`config.mk`:
```
export PLATFORM = sky130hd
export DESIGN_NAME = sweep_marker_detect_flat
export DESIGN_NICKNAME = d
export VERILOG_FILES = /design/src/rtl/sweep_marker_detect_if.sv /design/src/rtl/sweep_marker_detect.sv /design/src/flat_wrapper.sv
export SDC_FILE = /design/constraint.sdc
export NUM_CORES = 1
export LEC_CHECK = 0
export CELL_PAD_IN_SITES_DETAIL_PLACEMENT = 0
export CELL_PAD_IN_SITES_GLOBAL_PLACEMENT = 1
export CORE_MARGIN = 3
export CORE_UTILIZATION = 30
export DETAILED_ROUTE_END_ITERATION = 6
export DONT_BUFFER_PORTS = 1
export MAX_ROUTING_LAYER = met4
export PLACE_DENSITY = 0.51
export SETUP_SLACK_MARGIN = 0.5
export SLEW_MARGIN = 30
export SYNTH_ARGS = -nofsm -noshare
export SYNTH_HDL_FRONTEND = slang
export SYNTH_SLANG_ARGS = --single-unit
```
`constraint.sdc`:
```
create_clock -name Clock -period 4.39 [get_ports Clock]
set_clock_uncertainty 0.2 [all_clocks]
set_input_delay 1.317 -clock Clock [delete_from_list [all_inputs] [get_ports Clock]]
set_output_delay 1.317 -clock Clock [all_outputs]
set_load 0.03 [all_outputs]
```
`src/rtl/sweep_marker_detect_if.sv`:
```
// sweep_marker_detect_if: marker configuration, sweep position stream and marker outputs
interface sweep_marker_detect_if #(
    parameter int MW  = 12,
    parameter int PWW = 8
);
    logic [MW-1:0]  Marker_Value;
    logic           Marker_EN;
    logic [PWW-1:0] Pulse_Width;
    logic           Sweep_Start;
    logic           Sweep_Dir;
    logic [MW-1:0]  Sweep_Pos;
    logic           Sweep_Valid;
    logic           Marker_Out;
    logic           Marker_Hit;
    logic           Marker_Busy;

    modport master (
        output Marker_Value, Marker_EN, Pulse_Width, Sweep_Start, Sweep_Dir, Sweep_Pos, Sweep_Valid,
        input  Marker_Out, Marker_Hit, Marker_Busy
    );

    modport slave (
        input  Marker_Value, Marker_EN, Pulse_Width, Sweep_Start, Sweep_Dir, Sweep_Pos, Sweep_Valid,
        output Marker_Out, Marker_Hit, Marker_Busy
    );
endinterface

```
`src/rtl/sweep_marker_detect.sv`:
```
// sweep_marker_detect: detects the sweep step reaching/crossing the latched marker and emits one pulse per sweep
module sweep_marker_detect #(
    parameter int MW  = 12,
    parameter int PWW = 8
) (
    input logic                  Clock,
    input logic                  Reset,
    sweep_marker_detect_if.slave bus
);
    typedef enum logic [2:0] {IDLE, FIRST, TRACK, PULSE, DONE} state_t;

    state_t         state, state_d;
    logic [MW-1:0]  m, p, p_d;
    logic           dir;
    logic [PWW-1:0] w, cnt, cnt_d;
    logic           hit, out_d, hit_d, busy_d;
    logic           marker_out, marker_hit, marker_busy;

    // A new sweep start masks any sample arriving in the same cycle
    assign hit = bus.Sweep_Valid && !bus.Sweep_Start &&
                 (state == FIRST ? bus.Sweep_Pos == m :
                  state == TRACK && (dir ? (p > m && bus.Sweep_Pos <= m) : (p < m && bus.Sweep_Pos >= m)));

    assign bus.Marker_Out  = marker_out;
    assign bus.Marker_Hit  = marker_hit;
    assign bus.Marker_Busy = marker_busy;

    // State, sweep context and registered outputs
    always_ff @(posedge Clock) begin
        if (!Reset) begin
            state       <= IDLE;
            m           <= '0;
            dir         <= 1'b0;
            w           <= '0;
            p           <= '0;
            cnt         <= '0;
            marker_out  <= 1'b0;
            marker_hit  <= 1'b0;
            marker_busy <= 1'b0;
        end else begin
            state       <= state_d;
            p           <= p_d;
            cnt         <= cnt_d;
            marker_out  <= out_d;
            marker_hit  <= hit_d;
            marker_busy <= busy_d;
            if (bus.Sweep_Start) begin
                m   <= bus.Marker_Value;
                dir <= bus.Sweep_Dir;
                w   <= bus.Pulse_Width == '0 ? PWW'(1) : bus.Pulse_Width;
            end
        end
    end

    // Next state, previous position and pulse countdown
    always_comb begin
        state_d = state;
        p_d     = p;
        cnt_d   = cnt;
        if (bus.Sweep_Start)
            state_d = bus.Marker_EN ? FIRST : IDLE;
        else if (hit) begin
            state_d = PULSE;
            cnt_d   = w;
        end else
            case (state)
                FIRST, TRACK:
                    if (bus.Sweep_Valid) begin
                        state_d = TRACK;
                        p_d     = bus.Sweep_Pos;
                    end
                PULSE: begin
                    cnt_d   = cnt - 1'b1;
                    state_d = cnt <= PWW'(1) ? DONE : PULSE;
                end
                default: ;
            endcase
    end

    // Outputs follow the next state so they appear one edge after the cause
    always_comb begin
        out_d  = state_d == PULSE;
        hit_d  = hit;
        busy_d = state_d == FIRST || state_d == TRACK || state_d == PULSE;
    end
endmodule

```
`src/flat_wrapper.sv`:
```
// flat-port wrapper written by rule: the top's interface ports become plain ports
module sweep_marker_detect_flat 
#(
    parameter int MW  = 12,
    parameter int PWW = 8
)
  (Clock, Reset, bus_Marker_Value, bus_Marker_EN, bus_Pulse_Width, bus_Sweep_Start, bus_Sweep_Dir, bus_Sweep_Pos, bus_Sweep_Valid, bus_Marker_Out, bus_Marker_Hit, bus_Marker_Busy);
  sweep_marker_detect_if #(.MW(MW), .PWW(PWW)) bus_i ();
  input logic Clock;
  input logic Reset;
  input wire logic [$bits(bus_i.Marker_Value)-1:0] bus_Marker_Value;
  input wire logic [$bits(bus_i.Marker_EN)-1:0] bus_Marker_EN;
  input wire logic [$bits(bus_i.Pulse_Width)-1:0] bus_Pulse_Width;
  input wire logic [$bits(bus_i.Sweep_Start)-1:0] bus_Sweep_Start;
  input wire logic [$bits(bus_i.Sweep_Dir)-1:0] bus_Sweep_Dir;
  input wire logic [$bits(bus_i.Sweep_Pos)-1:0] bus_Sweep_Pos;
  input wire logic [$bits(bus_i.Sweep_Valid)-1:0] bus_Sweep_Valid;
  output wire logic [$bits(bus_i.Marker_Out)-1:0] bus_Marker_Out;
  output wire logic [$bits(bus_i.Marker_Hit)-1:0] bus_Marker_Hit;
  output wire logic [$bits(bus_i.Marker_Busy)-1:0] bus_Marker_Busy;
  assign bus_i.Marker_Value = bus_Marker_Value;
  assign bus_i.Marker_EN = bus_Marker_EN;
  assign bus_i.Pulse_Width = bus_Pulse_Width;
  assign bus_i.Sweep_Start = bus_Sweep_Start;
  assign bus_i.Sweep_Dir = bus_Sweep_Dir;
  assign bus_i.Sweep_Pos = bus_Sweep_Pos;
  assign bus_i.Sweep_Valid = bus_Sweep_Valid;
  assign bus_Marker_Out = bus_i.Marker_Out;
  assign bus_Marker_Hit = bus_i.Marker_Hit;
  assign bus_Marker_Busy = bus_i.Marker_Busy;
  sweep_marker_detect #(.MW(MW), .PWW(PWW)) u_core (.Clock(Clock), .Reset(Reset), .bus(bus_i));
endmodule
```
==> run metrics, run 1 <==
Lkg Pwr 1.13 nW; total setup buffers inserted after CTS 0; Worst setup SP type input pin; Die ar. 10,200 µm²; H-tree levels 2; Post-Syn Area 2700 µm²; fin crit share 82.9%; DRT Pass-1 Iters 4; hold slack 268 ps; worst-path cell chain ha_1, a21o_1, a221o_1, a2111o_1, nor2_1, o21a_1, nor2_1, a311o_1; FF+latch count, synth 47; hold path depth 2; Synth top area share 34.9%; core area 8460 µm²; Register-to-Register Path Depth 9; vias 1,948; Ant. Diodes 0; Peak supply drop 108 µV; Final setup viols 0; CP endpoint kind flip-flop; Unique masters post-synth 46; Horiz. Die Dim 101 µm; Async SR Flop Fraction 0%; layout cells sized above 1 9.79%; die height 101 µm; CP most frequent cell nor2_1; Crit path depth 8; routed wire length on met3 304 µm; post-synthesis sequential area ratio 34.9%; Required @ worst endpoint 4390 ps; Post-synth top cells dfxtp_1 (47), nor2b_1 (30), mux2i_1 (27); deepest clock path buffer count 2; DRT iter0 DRCs 66; max layer used met4; largest net degree at the start of global routing 60; synthesized net count 356; Worst path max stage delay 540 ps; grt total ovfl 0; initial antenna violation count 0; Pwr Total 0.902 mW; slew at the pin closest to its max-slew limit 632 ps; Ys Warns 0; Tot GR Track Use 12.6%; Arr. time, crit path 3640 ps; Max Clk Rate 275 MHz; hold_buf cts 0; dpl hpwl 4330 µm; endpoints failing hold 0; Initial Util 31.9%; count of final max-slew check failures 0; slowest stage cell, crit path o21a_1; wl on met1 3100 µm; top cell type by total area after synthesis dfxtp_1; CP Class input pin to flip-flop; cell area power density 315 nW/µm²; Via-to-Cell Ratio 4.98; clock latency on the worst-skew pair 300 ps; wire length per cell 14.9 µm; min Tclk post-route 3640 ps; Synth Flop Type dfxtp_1; post-place setup slack 394 ps; syn avg cell area 9.24 µm²; status complete, no violations; P&R area growth vs syn 6.26%; total of max-cap violations 0; Antenna Nets Post-Route 0; Synth area leaders dfxtp_1 (35%), ha_1 (12%), mux2i_1 (10%); Detail Route met2 WL 2400 µm; unrepaired setup endpoints after global routing false; I/O pins 41; Setup TNS 0 ps; clock root cell clkbuf_8; family with the most delay on the worst path compound AO/OA/AOI/OAI gates; critical path fanouts, max 14; TritonCTS clock tree done; GP Congestion 0.733; Post-DP Area 2750 µm²; Rows 33; Final WS setup 753 ps; global-route wire length before repair 9770 µm; fin nets 349; vias in the first global route 1,931; Cells after Synth 292; EDFF count, synth 0; Slew headroom 57.9%; DRC 0; CTS sink cnt 47; Post-CTS Resized 0; Final Cell Area 2870 µm²; CP bufs+invs 0; Worst-path clk slew 100 ps; cts bufs inserted 5; Port Buf Inserts 0; worst min-delay path class flip-flop to flip-flop; final wirelength 5830 µm; cell with the most instances after synthesis dfxtp_1
routing by layer:
metal,GRT usage [%],vias up
li1,-,1026
met1,18.5,874
met2,16.7,44
met3,3.18,4
met4,3.73,0
met5,-,-
per-stage QoR:
step / utilization (%) / cells
floorplan: - / 292
global placement: 32.4 / 383
detailed placement: 32.4 / 383
CTS: 33.9 / 391
global route: 33.9 / 391
finish: 33.9 / 391
sequential cells by signal (all words and copies together), names as in the netlist:
register and count:
u_core.bus.Marker_Busy 1, u_core.bus.Marker_Hit 1, u_core.bus.Marker_Out 1, u_core.cnt 8, u_core.dir 1, u_core.m 12
u_core.p 12, u_core.state 3, u_core.w 8
cell families after synthesis:
logic type	count (synthesis)	synth area share, %
AOI/OAI and AO/OA	52	14.3
xor gates and xnor gates	6	1.95
adders and majority gates	26	12.1
buffers and inverters	30	5.33
DFF	47	34.9
muxes	27	10.0
and+or+nand+nor	104	21.5
layout make-up:
type,instances,area (µm²)
fillers,875,5600
multi-input cells,215,1610
flip-flops and latches,47,941
well taps,105,131
clock buffers,6,82.6
inverters,16,60.1
clock inverters,2,38.8
path summary, 6_finish.rpt:
kind              slack, ps            end              from
setup / recovery        750  u_core.cnt[7]  bus_Sweep_Pos[5]
hold / removal          270    u_core.p[2]       u_core.p[2]
setup reg to reg       1330  u_core.cnt[7]       u_core.m[5]
hold reg to reg         270    u_core.p[2]       u_core.p[2]
worst register-to-register path, stage by stage, from the launching register on:
cell and delay, ps:
dfxtp_1 360, inv_1 70, ha_1 290, a21o_1 160, a221o_1 320, a2111o_1 460
nor2_1 120, o21a_1 540, nor2_1 110, a311o_1 320
layout by cell type, fill, tap and decap left out, types with 2 or more instances in the layout:
master    instances
nand2b_1          4
inv_1            16
nand4_1           6
a31oi_1           4
o21ai_2          12
nor2b_1          30
ha_1             26
nor2_1           12
nor4_1            3
o21ai_0           5
nand2_1          18
a211o_1           2
xor2_1            3
nor3_1            4
clkbuf_8          6
nor4b_1           2
a311o_1           2
xnor2_1           3
mux2i_1          27
and3_1            2
dfxtp_1          47
a21boi_0          2
nand3_2           2
nand3_1          14
a21oi_1          13
o211ai_1          2
power by group:
part           internal (mW)  total [mW]  leakage (nW)  switching, mW
Sequential             0.442       0.454         0.384         0.0119
Combinational         0.0498       0.101         0.684         0.0509
Clock                  0.188       0.347        0.0618          0.160
Total                  0.680       0.902          1.13          0.222
No activity file was read; power rests on OpenSTA's default activity.
==> run 2: changes to the inputs <==
--- a/config.mk
+++ b/config.mk
@@ -12,7 +12,7 @@
 export DETAILED_ROUTE_END_ITERATION = 6
 export DONT_BUFFER_PORTS = 1
 export MAX_ROUTING_LAYER = met4
-export PLACE_DENSITY = 0.51
+export PLACE_DENSITY = 0.52
 export SETUP_SLACK_MARGIN = 0.5
 export SLEW_MARGIN = 30
 export SYNTH_ARGS = -nofsm -noshare
==> constraint.sdc (replaced) <==
create_clock -name Clock -period 3.2 [get_ports Clock]
set_clock_uncertainty 0.2 [all_clocks]
set_input_delay 0.96 -clock Clock [delete_from_list [all_inputs] [get_ports Clock]]
set_output_delay 0.96 -clock Clock [all_outputs]
set_load 0.03 [all_outputs]
==> run 2 against run 1 <==
Against the previous run: global-route usage grew 1.0 points; utilization increased by 3.3 points; count of clock-buffer cells in the layout is 1 lower.
==> run metrics, run 2 (synthesis results as in run 1) <==
status complete, no violations (unchanged); Die ar. 10,200 µm² (unchanged); Antenna Nets Post-Route 0 (unchanged); final wirelength 6350 µm (was 5830 µm); cell area power density 373 nW/µm² (was 315 nW/µm²); Port Buf Inserts 0 (unchanged); fin crit share 95.6%; Tot GR Track Use 13.6% (was 12.6%); wire length per cell 15.8 µm (was 14.9 µm); Final Cell Area 3150 µm² (was 2870 µm²); Lkg Pwr 1.20 nW (was 1.13 nW); endpoints failing hold 0 (unchanged); Worst setup SP type input pin (unchanged); Required @ worst endpoint 3200 ps (was 4390 ps); CP bufs+invs 0 (unchanged); Worst path max stage delay 600 ps (was 540 ps); vias in the first global route 2,119 (was 1,931); P&R area growth vs syn 16.7% (was 6.26%); die height 101 µm (unchanged); total of max-cap violations 0 (unchanged); Via-to-Cell Ratio 5.06 (was 4.98); Post-DP Area 2900 µm² (was 2750 µm²); DRT iter0 DRCs 43 (was 66); hold_buf cts 0 (unchanged); Horiz. Die Dim 101 µm (unchanged); worst-path cell chain ha_4, a21o_1, a221o_1, a2111o_1, or4_4, a31o_4, nand3_2, o21ai_2 (was ha_1, a21o_1, a221o_1, a2111o_1, nor2_1, o21a_1, nor2_1, a311o_1); global-route wire length before repair 10,700 µm (was 9770 µm); GP Congestion 0.852 (was 0.733); commonest non-fill, non-tap cell in the layout dfxtp_1 (unchanged); Final setup viols 0 (unchanged); clock latency on the worst-skew pair 310 ps (was 300 ps); fin cells 403 (was 391); Peak supply drop 146 µV (was 108 µV); vias 2,041 (was 1,948); I/O pins 41 (unchanged); Slew headroom 66.6% (was 57.9%); slowest stage cell, crit path or4_4 (was o21a_1); family with the most delay on the worst path compound AO/OA/AOI/OAI gates (unchanged); H-tree levels 2 (unchanged); dpl hpwl 4530 µm (was 4330 µm); worst min-delay path class flip-flop to flip-flop (unchanged); fin nets 361 (was 349); deepest clock path buffer count 2 (unchanged); Worst-path clk slew 90 ps (was 100 ps); CP endpoint kind flip-flop (unchanged); cts bufs inserted 5 (unchanged); largest net degree at the start of global routing 60 (unchanged); Ant. Diodes 0 (unchanged); biggest regs u_core.m x12, u_core.p x12 (unchanged); # fillers 838 (was 875); TritonCTS clock tree done (unchanged); Max Clk Rate 327 MHz; DRC 0 (unchanged); grt total ovfl 0 (unchanged); Initial Util 31.9% (unchanged); layout cells sized above 1 21.1% (was 9.79%); DRT Pass-1 Iters 5 (was 4); min Tclk post-route 3060 ps; CP Class input pin to flip-flop (unchanged); most frequent cells in the layout dfxtp_1 (47), nor2b_1 (30), mux2i_1 (27), ha_1 (20), nand2_1 (18) (was dfxtp_1 (47), nor2b_1 (30), mux2i_1 (27), ha_1 (26), nand2_1 (18)); initial antenna violation count 0 (unchanged); Arr. time, crit path 3060 ps (was 3640 ps); Rows 33 (unchanged); CTS sink cnt 47 (unchanged); Pwr Total 1.17 mW (was 0.902 mW); clock root cell clkbuf_8 (unchanged); critical path fanouts, max 6 (was 14); core area 8460 µm² (unchanged); DP Cell Count 391 (was 383); count of final max-slew check failures 0 (unchanged); unrepaired setup endpoints after global routing true (was false); slew at the pin closest to its max-slew limit 496 ps (was 632 ps)
[run 2: tightest hold or removal path, stage by stage, from the launching register on]
cell     delay, ps
dfxtp_1        330
nand3_2         60
o21ai_2         40
[run 2: routing by layer]
metal / GRT usage (%) / up-vias / part of all wire [%]
met4: 3.83 / 0 / 1.3
met1: 19.3 / 923 / 52
met3: 2.98 / 11 / 4.6
met2: 19.3 / 47 / 42
li1: - / 1060 / -
met5: - / - / 0
[run 2: worst paths after layout]
kind	startpoint	endpoint	slack [ps]	depth (start not counted)
max	bus_Sweep_Pos[5]	u_core.p[9]	140	8
min	u_core.p[0]	u_core.p[0]	260	2
max reg2reg	u_core.m[7]	u_core.p[9]	310	9
min reg2reg	u_core.p[0]	u_core.p[0]	260	2
[run 2: cell type report]
type	count	area, µm²	area share (%)
Clock buffer	5	68.8	2.19
Clock inverter	3	22.5	0.715
Inverter	16	60.1	1.91
Multi-Input combinational cell	218	1840	58.4
Sequential cell	47	941	29.9
Tap cell	105	131	4.17
Timing Repair Buffer	9	86.3	2.74
[run 2: metrics by stage]
step	utilization [%]	setup TNS [ps]	setup slack (ps)	hold WS, ps
4_1_cts	36.6	0	167	262
3_3_place_gp	34.3	-4980	-293	256
3_5_place_dp	34.3	-5570	-317	256
2_1_floorplan	-	-1370	-120	234
6_report	37.2	0	140	257
5_1_grt	37.2	0	69.6	283
[run 2: repair_timing]
action,CTS,global route
pin swaps,7,7
gates resized for setup,15,7
setup endpoints to repair,25,25
setup buffers,1,0
endpoints found under the hold margin,0,0
gates cloned,3,0
[run 2: power breakdown]
part	total [mW]	internal, mW	switching [mW]
Sequential	0.624	0.607	0.0168
Combinational	0.176	0.0914	0.0847
Clock	0.374	0.157	0.217
==> run 3: changes to the inputs <==
--- a/config.mk
+++ b/config.mk
@@ -5,14 +5,15 @@
 export SDC_FILE = /design/constraint.sdc
 export NUM_CORES = 1
 export LEC_CHECK = 0
+export CAP_MARGIN = 20
 export CELL_PAD_IN_SITES_DETAIL_PLACEMENT = 0
 export CELL_PAD_IN_SITES_GLOBAL_PLACEMENT = 1
 export CORE_MARGIN = 3
-export CORE_UTILIZATION = 30
+export CORE_UTILIZATION = 43
 export DETAILED_ROUTE_END_ITERATION = 6
 export DONT_BUFFER_PORTS = 1
 export MAX_ROUTING_LAYER = met4
-export PLACE_DENSITY = 0.52
+export PLACE_DENSITY = 0.72
 export SETUP_SLACK_MARGIN = 0.5
 export SLEW_MARGIN = 30
 export SYNTH_ARGS = -nofsm -noshare
==> run 3 against run 2 <==
Against the previous run: fmax down 0.14%; combinational power grew 3%; cell count fell by 7.4%; wire length is 4.1% lower; sequential power hardly changed; register-to-register slack hardly changed; hold slack gained 4.3 ps; count of clock-buffer cells in the layout rose by 1; global-route usage up 4.0 points; design area is essentially flat.
==> run metrics, run 3 (synthesis results as in run 1) <==
slew at the pin closest to its max-slew limit 515 ps (was 496 ps); Lkg Pwr 1.20 nW (about the same); family with the most delay on the worst path compound AO/OA/AOI/OAI gates (unchanged); Worst path max stage delay 590 ps (was 600 ps); Worst-path clk slew 90 ps (about the same); CP Class input pin to flip-flop (unchanged); DRT iter0 DRCs 98 (was 43); clock root cell clkbuf_8 (unchanged); layout cells sized above 1 22.1% (was 21.1%); global-route wire length before repair 9890 µm (was 10,700 µm); Via-to-Cell Ratio 5.46 (was 5.06); cts bufs inserted 5 (unchanged); wire length per cell 16.3 µm (was 15.8 µm); largest net degree at the start of global routing 60 (unchanged); Antenna Nets Post-Route 0 (unchanged); fin nets 361 (unchanged); vias in the first global route 1,987 (was 2,119); worst min-delay path class flip-flop to flip-flop (unchanged); Ant. Diodes 0 (unchanged); Tot GR Track Use 17.6% (was 13.6%); most frequent cells in the layout dfxtp_1 (47), nor2b_1 (29), mux2i_1 (27), nand2_1 (18), ha_1 (18) (was dfxtp_1 (47), nor2b_1 (30), mux2i_1 (27), ha_1 (20), nand2_1 (18)); fin cells 373 (was 403); die height 85.2 µm (was 101 µm); Die ar. 7260 µm² (was 10,200 µm²); Worst setup SP type input pin (unchanged); CP endpoint kind flip-flop (unchanged); Clk pwr share 32.0% (was 31.8%); dpl hpwl 4130 µm (was 4530 µm); Rows 28 (was 33); TritonCTS clock tree done (unchanged); endpoints failing hold 0 (unchanged); worst-path cell chain ha_4, a21o_1, a221o_1, a2111o_1, or4_4, a31o_4, nand3_2, o21ai_2 (unchanged); DP Cell Count 360 (was 391); hold_buf cts 0 (unchanged); GP Congestion 0.818 (was 0.852); Gate power share 15.3% (was 15.0%); I/O pins 41 (unchanged); CTS sink cnt 47 (unchanged); DRT Pass-1 Iters 4 (was 5); cell area power density 375 nW/µm² (was 373 nW/µm²); commonest non-fill, non-tap cell in the layout dfxtp_1 (unchanged); Max Clk Rate 326 MHz (was 327 MHz); clock latency on the worst-skew pair 310 ps (about the same); vias 2,036 (was 2,041); unrepaired setup endpoints after global routing true (unchanged); Peak supply drop 271 µV (was 146 µV); Port Buf Inserts 0 (unchanged); Sw Ratio 27.5% (was 27.1%); final wirelength 6090 µm (was 6350 µm); status complete, no violations (unchanged); Slew headroom 65.3% (was 66.6%); Final setup viols 0 (unchanged); Final Util 52.6% (was 37.2%); grt total ovfl 0 (unchanged); deepest clock path buffer count 2 (unchanged); fin crit share 95.8% (was 95.6%); P_sw 0.325 mW (was 0.318 mW); critical path fanouts, max 6 (unchanged); biggest regs u_core.m x12, u_core.p x12 (unchanged); initial antenna violation count 0 (unchanged); H-tree levels 2 (unchanged); Initial Util 45.1% (was 31.9%); Horiz. Die Dim 85.2 µm (was 101 µm); Reg power frac 52.7% (was 53.1%); slowest stage cell, crit path or4_4 (unchanged); Arr. time, crit path 3070 ps (was 3060 ps); total of max-cap violations 0 (unchanged); core area 5990 µm² (was 8460 µm²); P&R area growth vs syn 16.8% (was 16.7%); CP bufs+invs 0 (unchanged); count of final max-slew check failures 0 (unchanged); Setup TNS 0 ps (unchanged); DRC 0 (unchanged); min Tclk post-route 3060 ps (about the same); P_int 0.858 mW (was 0.855 mW); Required @ worst endpoint 3210 ps (was 3200 ps)
run 3: cell count changes in the layout (fill, tap and decap cells not counted), sizes merged:
| cell | previous run | this run |
|---|---|---|
| clkbuf | 5 | 6 |
| clkinvlp | 0 | 1 |
| clkinv | 2 | 0 |
run 3: worst min-delay path: cells and delay by family (launching register included):
kind,cells,cell delay [ps]
AND/OR/NAND/NOR,1,60
flip-flops,1,330
AO/OA/AOI/OAI,1,40
run 3: repair_timing:
item / CTS / global route
pin swaps: 4 / 16
gates resized for setup: 12 / 13
setup endpoints to repair: 25 / 25
cloned: 2 / 1
buffers inserted: 1 / 1
run 3: metrics by stage:
| step | area, µm² | hold WS [ps] | setup slack [ps] | power (mW) |
|---|---|---|---|---|
| floorplan | 2800 | 234 | -120 | 0.770 |
| global placement | 2860 | 248 | -247 | 0.789 |
| detailed placement | 2860 | 246 | -307 | 0.790 |
| CTS | 3030 | 261 | 137 | 1.18 |
| global route | 3150 | 279 | 77.6 | 1.25 |
| finish | 3150 | 262 | 135 | 1.18 |
run 3: path summary, 6_finish.rpt:
kind	from	to	slack, ps	depth (start not counted)
hold reg to reg	u_core.p[0]	u_core.p[0]	260	2
setup reg to reg	u_core.m[6]	u_core.p[9]	300	9
hold / removal	u_core.p[0]	u_core.p[0]	260	2
setup / recovery	bus_Sweep_Pos[5]	u_core.p[9]	140	8
run 3: cell type report:
type	count	area, µm²
well taps	75	93.8
flip-flops and latches	47	941
fillers	562	2840
clock buffers	6	72.6
multi-input cells	218	1890
clock inverters	2	16.3
inverters	16	60.1
repair buffers	9	82.6
run 3: per-layer routing:
metal | global-route usage (%) | routed length (µm) | vias up
li1 | - | - | 1052
met1 | 25.4 | 3100 | 922
met2 | 23.4 | 2530 | 53
met3 | 4.47 | 387 | 9
met4 | 6.47 | 68 | 0
met5 | - | 0 | -
run 3: power groups by stage:
stage	clock network, mW	logic [mW]	registers [mW]
after floorplan	0	0.139	0.631
after global placement	0	0.153	0.636
after detailed placement	0	0.153	0.637
after CTS	0.390	0.163	0.624
after global routing	0.417	0.202	0.627
final	0.379	0.181	0.623
